File: config.mk
export PLATFORM = sky130hd
export DESIGN_NAME = memory_bus_arbiter
export DESIGN_NICKNAME = d
export VERILOG_FILES = /design/src/rtl/memory_bus_arbiter_pkg.sv /design/src/rtl/arbiter_grant_logic.sv /design/src/rtl/memory_bus_arbiter.sv
export SDC_FILE = /design/constraint.sdc
export NUM_CORES = 1
export LEC_CHECK = 0
export ABC_AREA = 1
export CAP_MARGIN = 20
export CELL_PAD_IN_SITES_DETAIL_PLACEMENT = 1
export CELL_PAD_IN_SITES_GLOBAL_PLACEMENT = 2
export CORE_MARGIN = 10
export CORE_UTILIZATION = 22
export DETAILED_ROUTE_END_ITERATION = 6
export PLACE_DENSITY = 0.81
export SKIP_CTS_REPAIR_TIMING = 1
export SYNTH_ARGS = -nofsm -noshare
export SYNTH_HDL_FRONTEND = slang
export SYNTH_SLANG_ARGS = --single-unit
File: constraint.sdc
create_clock -name clock -period 10.25 [get_ports clock]
set_clock_uncertainty 0.15 [all_clocks]
set_input_delay 1.5375 -clock clock [delete_from_list [all_inputs] [get_ports clock]]
set_output_delay 1.5375 -clock clock [all_outputs]
set_load 0.1 [all_outputs]
File: src/rtl/memory_bus_arbiter_pkg.sv
// memory_bus_arbiter_pkg
// Shared types and default parameter values for the two-port memory bus arbiter.
// Contents: FSM state enum, port-index type, default parameter constants.
// Optional feature macro used by the importing files: ARBITER_ROUND_ROBIN_EN.
package memory_bus_arbiter_pkg;

    typedef enum logic [1:0] {
        StIdle,
        StAccess,
        StWaitLow,
        StDone
    } arb_state_t;

    typedef logic port_idx_t;

    localparam port_idx_t PORT_IFETCH = 1'b0;
    localparam port_idx_t PORT_DATA   = 1'b1;

    localparam int unsigned DEF_ADDR_SIZE    = 64;
    localparam int unsigned DEF_DATA_SIZE    = 64;
    localparam int unsigned DEF_BYTE_AMNT    = 8;
    localparam int unsigned DEF_RISE_TIMEOUT = 4;

endpackage

File: src/rtl/arbiter_grant_logic.sv
// arbiter_grant_logic
// Combinational grant selection between the two requesters.
// Ports:
//   i_last_grant  port granted most recently (only with ARBITER_ROUND_ROBIN_EN)
//   i_req0/1      raw requests from port 0 / port 1
//   i_mask_vld    a just-served port is currently masked
//   i_mask_port   index of the masked port
//   o_gnt_vld     some unmasked request exists
//   o_gnt_port    index of the port to grant
// Macro: ARBITER_ROUND_ROBIN_EN selects round-robin tie-break, else port 1 wins ties.
module arbiter_grant_logic
    import memory_bus_arbiter_pkg::*;
(
`ifdef ARBITER_ROUND_ROBIN_EN
    input  logic i_last_grant,
`endif
    input  logic i_req0,
    input  logic i_req1,
    input  logic i_mask_vld,
    input  logic i_mask_port,
    output logic o_gnt_vld,
    output logic o_gnt_port
);

    logic w_req0;
    logic w_req1;

    always_comb begin
        w_req0     = i_req0 & ~(i_mask_vld & (i_mask_port == PORT_IFETCH));
        w_req1     = i_req1 & ~(i_mask_vld & (i_mask_port == PORT_DATA));
        o_gnt_vld  = w_req0 | w_req1;
        o_gnt_port = PORT_IFETCH;
        if (w_req0 && w_req1) begin
`ifdef ARBITER_ROUND_ROBIN_EN
            o_gnt_port = ~i_last_grant;
`else
            o_gnt_port = PORT_DATA;
`endif
        end else if (w_req1) begin
            o_gnt_port = PORT_DATA;
        end
    end

endmodule

File: src/rtl/memory_bus_arbiter.sv
// memory_bus_arbiter
// Shares the single-port data memory bus between instruction fetch (port 0) and
// load/store (port 1). Serialises accesses, forwards one latched request at a time
// to the memory controller and returns captured read data to the owning port.
// Ports:
//   clock, reset           rising-edge clock, asynchronous active-high reset
//   mN_rd_en/mN_wr_en      request enables of port N (write wins if both set)
//   mN_byte_en/addr/wr_data request payload of port N
//   mN_rd_data, mN_busy    read data and busy handshake back to port N
//   mem_*                  request towards the memory controller
//   mem_rd_data, mem_busy  response from the memory controller
// Macro: ARBITER_ROUND_ROBIN_EN enables round-robin tie-break via last_grant.
module memory_bus_arbiter
    import memory_bus_arbiter_pkg::*;
#(
    parameter int unsigned ADDR_SIZE    = DEF_ADDR_SIZE,
    parameter int unsigned DATA_SIZE    = DEF_DATA_SIZE,
    parameter int unsigned BYTE_AMNT    = DEF_BYTE_AMNT,
    parameter int unsigned RISE_TIMEOUT = DEF_RISE_TIMEOUT
) (
    input  logic                 clock,
    input  logic                 reset,
    input  logic                 m0_rd_en,
    input  logic                 m0_wr_en,
    input  logic [BYTE_AMNT-1:0] m0_byte_en,
    input  logic [ADDR_SIZE-1:0] m0_addr,
    input  logic [DATA_SIZE-1:0] m0_wr_data,
    output logic [DATA_SIZE-1:0] m0_rd_data,
    output logic                 m0_busy,
    input  logic                 m1_rd_en,
    input  logic                 m1_wr_en,
    input  logic [BYTE_AMNT-1:0] m1_byte_en,
    input  logic [ADDR_SIZE-1:0] m1_addr,
    input  logic [DATA_SIZE-1:0] m1_wr_data,
    output logic [DATA_SIZE-1:0] m1_rd_data,
    output logic                 m1_busy,
    output logic                 mem_rd_en,
    output logic                 mem_wr_en,
    output logic [BYTE_AMNT-1:0] mem_byte_en,
    output logic [ADDR_SIZE-1:0] mem_addr,
    output logic [DATA_SIZE-1:0] mem_wr_data,
    input  logic [DATA_SIZE-1:0] mem_rd_data,
    input  logic                 mem_busy
);

    localparam int unsigned CNT_W = (RISE_TIMEOUT > 1) ? $clog2(RISE_TIMEOUT) : 1;
    localparam logic [CNT_W-1:0] CNT_MAX = CNT_W'(RISE_TIMEOUT - 1);

    arb_state_t           r_state, w_state_d;
    port_idx_t            r_grant;
    logic                 r_rd, r_wr;
    logic [ADDR_SIZE-1:0] r_addr;
    logic [BYTE_AMNT-1:0] r_byte_en;
    logic [DATA_SIZE-1:0] r_wr_data;
    logic [CNT_W-1:0]     r_cnt;
    logic                 r_mask_vld;
    logic                 r_wait0, r_wait1;
    logic [DATA_SIZE-1:0] r_m0_rd_data, r_m1_rd_data;
`ifdef ARBITER_ROUND_ROBIN_EN
    port_idx_t            r_last_grant;
`endif

    logic                 w_req0, w_req1, w_gnt_vld, w_grant_now;
    port_idx_t            w_gnt_port;
    logic                 w_active, w_timeout, w_complete;
    logic                 w_own0, w_own1, w_masked0, w_masked1, w_wait0_d, w_wait1_d;
    logic                 w_sel_rd, w_sel_wr;
    logic [ADDR_SIZE-1:0] w_sel_addr;
    logic [BYTE_AMNT-1:0] w_sel_byte_en;
    logic [DATA_SIZE-1:0] w_sel_wr_data;

    assign w_req0 = m0_rd_en | m0_wr_en;
    assign w_req1 = m1_rd_en | m1_wr_en;

    // The mask reuses r_grant: it still names the just-served port in DONE and the IDLE after.
    arbiter_grant_logic u_grant (
`ifdef ARBITER_ROUND_ROBIN_EN
        .i_last_grant (r_last_grant),
`endif
        .i_req0       (w_req0),
        .i_req1       (w_req1),
        .i_mask_vld   (r_mask_vld),
        .i_mask_port  (r_grant),
        .o_gnt_vld    (w_gnt_vld),
        .o_gnt_port   (w_gnt_port)
    );

    assign w_grant_now = (r_state == StIdle) && w_gnt_vld;
    assign w_active    = (r_state == StAccess) || (r_state == StWaitLow);
    assign w_timeout   = (r_state == StAccess) && !mem_busy && (r_cnt == CNT_MAX);
    assign w_complete  = w_timeout || ((r_state == StWaitLow) && !mem_busy);

    assign w_sel_rd      = (w_gnt_port == PORT_DATA) ? m1_rd_en   : m0_rd_en;
    assign w_sel_wr      = (w_gnt_port == PORT_DATA) ? m1_wr_en   : m0_wr_en;
    assign w_sel_addr    = (w_gnt_port == PORT_DATA) ? m1_addr    : m0_addr;
    assign w_sel_byte_en = (w_gnt_port == PORT_DATA) ? m1_byte_en : m0_byte_en;
    assign w_sel_wr_data = (w_gnt_port == PORT_DATA) ? m1_wr_data : m0_wr_data;

    // A port waits (busy high) while it requests but neither owns the bus nor is masked.
    assign w_own0    = (r_state != StIdle) && (r_grant == PORT_IFETCH);
    assign w_own1    = (r_state != StIdle) && (r_grant == PORT_DATA);
    assign w_masked0 = r_mask_vld && (r_grant == PORT_IFETCH);
    assign w_masked1 = r_mask_vld && (r_grant == PORT_DATA);
    assign w_wait0_d = w_req0 && !w_own0 && !w_masked0 &&
                       !(w_grant_now && (w_gnt_port == PORT_IFETCH));
    assign w_wait1_d = w_req1 && !w_own1 && !w_masked1 &&
                       !(w_grant_now && (w_gnt_port == PORT_DATA));

    always_comb begin
        w_state_d = r_state;
        unique case (r_state)
            StIdle:    if (w_gnt_vld) w_state_d = StAccess;
            StAccess: begin
                if (mem_busy)       w_state_d = StWaitLow;
                else if (w_timeout) w_state_d = StDone;
            end
            StWaitLow: if (!mem_busy) w_state_d = StDone;
            StDone:    w_state_d = StIdle;
            default:   w_state_d = StIdle;
        endcase
    end

    always_ff @(posedge clock or posedge reset) begin
        if (reset) begin
            r_state      <= StIdle;
            r_grant      <= PORT_IFETCH;
            r_rd         <= 1'b0;
            r_wr         <= 1'b0;
            r_addr       <= '0;
            r_byte_en    <= '0;
            r_wr_data    <= '0;
            r_cnt        <= '0;
            r_mask_vld   <= 1'b0;
            r_wait0      <= 1'b0;
            r_wait1      <= 1'b0;
            r_m0_rd_data <= '0;
            r_m1_rd_data <= '0;
`ifdef ARBITER_ROUND_ROBIN_EN
            r_last_grant <= PORT_DATA;
`endif
        end else begin
            r_state    <= w_state_d;
            // Covers the DONE cycle and the single IDLE cycle that follows it.
            r_mask_vld <= (r_state == StDone) || (w_state_d == StDone);
            r_wait0    <= w_wait0_d;
            r_wait1    <= w_wait1_d;
            if (w_grant_now) begin
                r_grant   <= w_gnt_port;
                r_wr      <= w_sel_wr;
                r_rd      <= w_sel_rd & ~w_sel_wr;
                r_addr    <= w_sel_addr;
                r_byte_en <= w_sel_byte_en;
                r_wr_data <= w_sel_wr_data;
                r_cnt     <= '0;
`ifdef ARBITER_ROUND_ROBIN_EN
                r_last_grant <= w_gnt_port;
`endif
            end else if ((r_state == StAccess) && !mem_busy && (r_cnt != CNT_MAX)) begin
                r_cnt <= r_cnt + CNT_W'(1);
            end
            if (w_complete && r_rd) begin
                if (r_grant == PORT_DATA) r_m1_rd_data <= mem_rd_data;
                else                      r_m0_rd_data <= mem_rd_data;
            end
        end
    end

    assign mem_rd_en   = w_active & r_rd;
    assign mem_wr_en   = w_active & r_wr;
    assign mem_addr    = r_addr;
    assign mem_byte_en = r_byte_en;
    assign mem_wr_data = r_wr_data;
    assign m0_rd_data  = r_m0_rd_data;
    assign m1_rd_data  = r_m1_rd_data;
    assign m0_busy     = r_wait0 | (w_active & (r_grant == PORT_IFETCH));
    assign m1_busy     = r_wait1 | (w_active & (r_grant == PORT_DATA));

endmodule

==> metrics.md <==
| Metric | Value |
|---|---|
| Vias/cell | `4.59` |
| Vias | `11834` |
| WL final | `58200 µm` |
| Worst Path Arrival | `2.81 ns` |
| Final Setup Violations | `0` |
| Area delta synth->final | `66.0%` |
| H-tree level count | `2` |
| IO buf count | `610` |
| Status | `finished, final reports clean` |
| Final Max Slew Viols | `0` |
| Average size of a mapped cell | `8.88 µm²` |
| Post-DP HPWL | `42800 µm` |
| DR DRC count | `0` |
| Largest stage delay, worst path | `1.23 ns` |
| Pre-antenna DRT Iters | `5` |
| Min Tclk post-route | `4.50 ns` |
| Drt wl/cell | `22.6 µm` |
| Longest Clk Path Bufs | `3` |
| Layout Nets | `2218` |
| Skew-Pair Late Insertion Delay | `0.53 ns` |
| Critical Path RT | `8.56 ns` |
| Largest net degree at the start of global routing | `153` |
| Slowest-stage cell, CP | `clkdlybuf4s50_1` |
| Synth warnings | `0` |
| Row count | `84` |
| FMAX | `222 MHz` |
| CP most frequent cell | `inv_1` |
| HP Class | `flop to flop` |
| Starting density of the core | `22.2%` |
| Clock transition at the registers of the reported paths | `0.06 ns` |
| Crit Path Class | `flop to output pin` |
| Setup crit end kind | `output pin` |
| Setup crit start kind | `flop` |
| Crit share post-route | `43.9%` |
| Chip Width | `251 µm` |
| Synth Instances | `1316` |
| FF-to-FF Start | `r_state[0]` |
| Worst slew pin tran | `1.14 ns` |
| Max Cap Viol | `0` |
| Starting DRT DRC Count | `527` |
| FF+latch count, synth | `274` |
| Worst R2R Setup Slack | `6.14 ns` |
| Num CTS Buffers | `35` |
| RR Endpoint | `mem_addr[19]` |
| TritonCTS Sinks | `274` |
| Distinct cells, synth | `21` |
| Final Util | `36.9%` |
| RSZ-0062 raised after global routing | `false` |
| Mapped Area | `11700 µm²` |
| Reg2reg path depth | `7` |
| Slew HR | `24.1%` |
| CTS tree | `built` |
| Number of global-route vias before repair | `13024` |
| Fraction of layout cells with a size suffix above 1 | `4.29%` |
| Area of the multi-input gates | `4030 µm²` |
| Fill count | `6057` |
| Die ar. | `62800 µm²` |
| Storage element area | `6860 µm²` |
| Worst path cell trace | `inv_1, ha_4, inv_1, o21bai_1, clkdlybuf4s50_1` |
| Placeable core area | `52600 µm²` |
| Syn_nets | `1664` |
| CTS Root Cell | `clkbuf_16` |
| Worst setup endpoint | `m1_busy` |
| Setup crit start | `r_state[0]` |
| Sequential share of the synthesized area | `58.6%` |
| Post-route ant nets | `0` |
| Final Hold Violating Endpoints | `0` |
| Setup TNS | `0 ns` |
| First-pass GRT wire length | `86600 µm` |
| Crit Path Max Fanout | `6` |
| GR Overflow Total | `0` |
| Initial antenna violation count | `12` |
| Ports | `611` |
| Placer Congestion | `0.834` |
| Gr usage total | `17.8%` |
| N_diodes | `0` |
| Die height | `251 µm` |
## cell usage in the layout (no fill, tap or decap)
cell type        netlist  final
inv_8                  0      1
o21ai_4                0      1
nor2_1                 7      7
nand2_1              285    285
ha_1                   5      4
bufinv_16              0      2
nand4_1                1      1
inv_1                 81     79
o211ai_1               1      1
a21oi_1                1      1
nand3b_1               2      2
o21ai_1                1      1
clkbuf_16              0     37
clkinv_2               0      5
xor2_1                 1      1
nand3_4                0      2
inv_2                  2      1
clkbuf_8               0      7
ha_4                   0      1
clkdlybuf4s50_1        0    601
o21ai_0              130    130
dfrtp_1              274    274
nand2_2                2      1
buf_16                 0      2
buf_4                  2     17
nand3_1              416    414
nand2_4                0      1
clkbuf_1              52      4
inv_4                  0      2
o21bai_1               2      2
buf_12                 0      1
## sequential cells by signal, summed over array words and instances (netlist names)
signal,cells
mem_byte_en,8
r_wait0,1
r_cnt,2
r_mask_vld,1
r_grant,1
m1_rd_data,64
r_rd,1
mem_addr,64
mem_wr_data,64
r_wait1,1
m0_rd_data,64
r_wr,1
r_state,2
## how the worst min path moves through the flow
stage                     cells past startpoint      startpoint             end  slack [ns]
after floorplan                               2            r_wr            r_wr        0.33
after global placement                        2  m0_rd_data[54]  m0_rd_data[54]        0.32
after detailed placement                      2  m1_rd_data[57]  m1_rd_data[57]        0.32
after CTS                                     2  m1_rd_data[57]  m1_rd_data[57]        0.34
after global routing                          2  m1_rd_data[55]  m1_rd_data[55]        0.36
final                                         2   m1_rd_data[3]   m1_rd_data[3]        0.33
## kinds of logic (layout without fill, tap and decap cells)
logic type                 count (synthesis)  in the layout  share of synthesized area [%]
adders and majority gates                  5              5                          0.535
and+or+nand+nor                          713            713                           27.5
buffers and inverters                    187            759                           7.35
AOI/OAI and AO/OA                        136            136                           5.92
DFF                                      274            274                           58.6
xor gates and xnor gates                   1              1                         0.0749
## cell type report
class	count	share of cell area (%)
Sequential cell	274	35.3
Inverter	83	1.67
Tap cell	688	4.44
Clock inverter	7	0.438
Clock buffer	48	5.34
Timing Repair Buffer	621	32.0
Multi-Input combinational cell	855	20.7
## synth_stat cells (all sizes together)
cell type | n | area share (%)
o21ai | 132 | 5.7
ha | 5 | 0.54
xor2 | 1 | 0.075
nand2 | 287 | 9.3
a21oi | 1 | 0.043
o21bai | 2 | 0.13
clkbuf | 52 | 1.7
inv | 83 | 2.7
nor2 | 7 | 0.22
dfrtp | 274 | 59
nand4 | 1 | 0.054
o211ai | 1 | 0.064
nand3b | 2 | 0.13
nand3 | 416 | 18
buf | 52 | 3.0
## stage by stage
stage | instances | worst slack (ns) | cell area, µm² | hold WS, ns
final | 2576 | 5.75 | 19400 | 0.332
after global placement | 2519 | 5.19 | 18200 | 0.316
after global routing | 2576 | 5.48 | 19400 | 0.358
after floorplan | 1316 | 1.01 | 11700 | 0.330
after detailed placement | 2520 | 5.21 | 18300 | 0.322
after CTS | 2575 | 5.65 | 19400 | 0.336
## critical path: cells and delay by family, from the launching register on
family	cells	cell delay, ns
AOI/OAI and AO/OA	1	0.11
adders and majority gates	1	0.30
DFF	1	0.45
buffers and inverters	3	1.40
## metal layers
metal	up-vias	GRT usage [%]	routed length, µm
li1	5478	-	-
met1	5842	19.9	22500
met2	421	30.9	28900
met3	71	8.02	5720
met4	22	3.36	924
met5	-	0	151
Power is left out: the tool's default activity adds up to more than one toggle a clock period on the data nets, which glitch-free logic cannot reach.
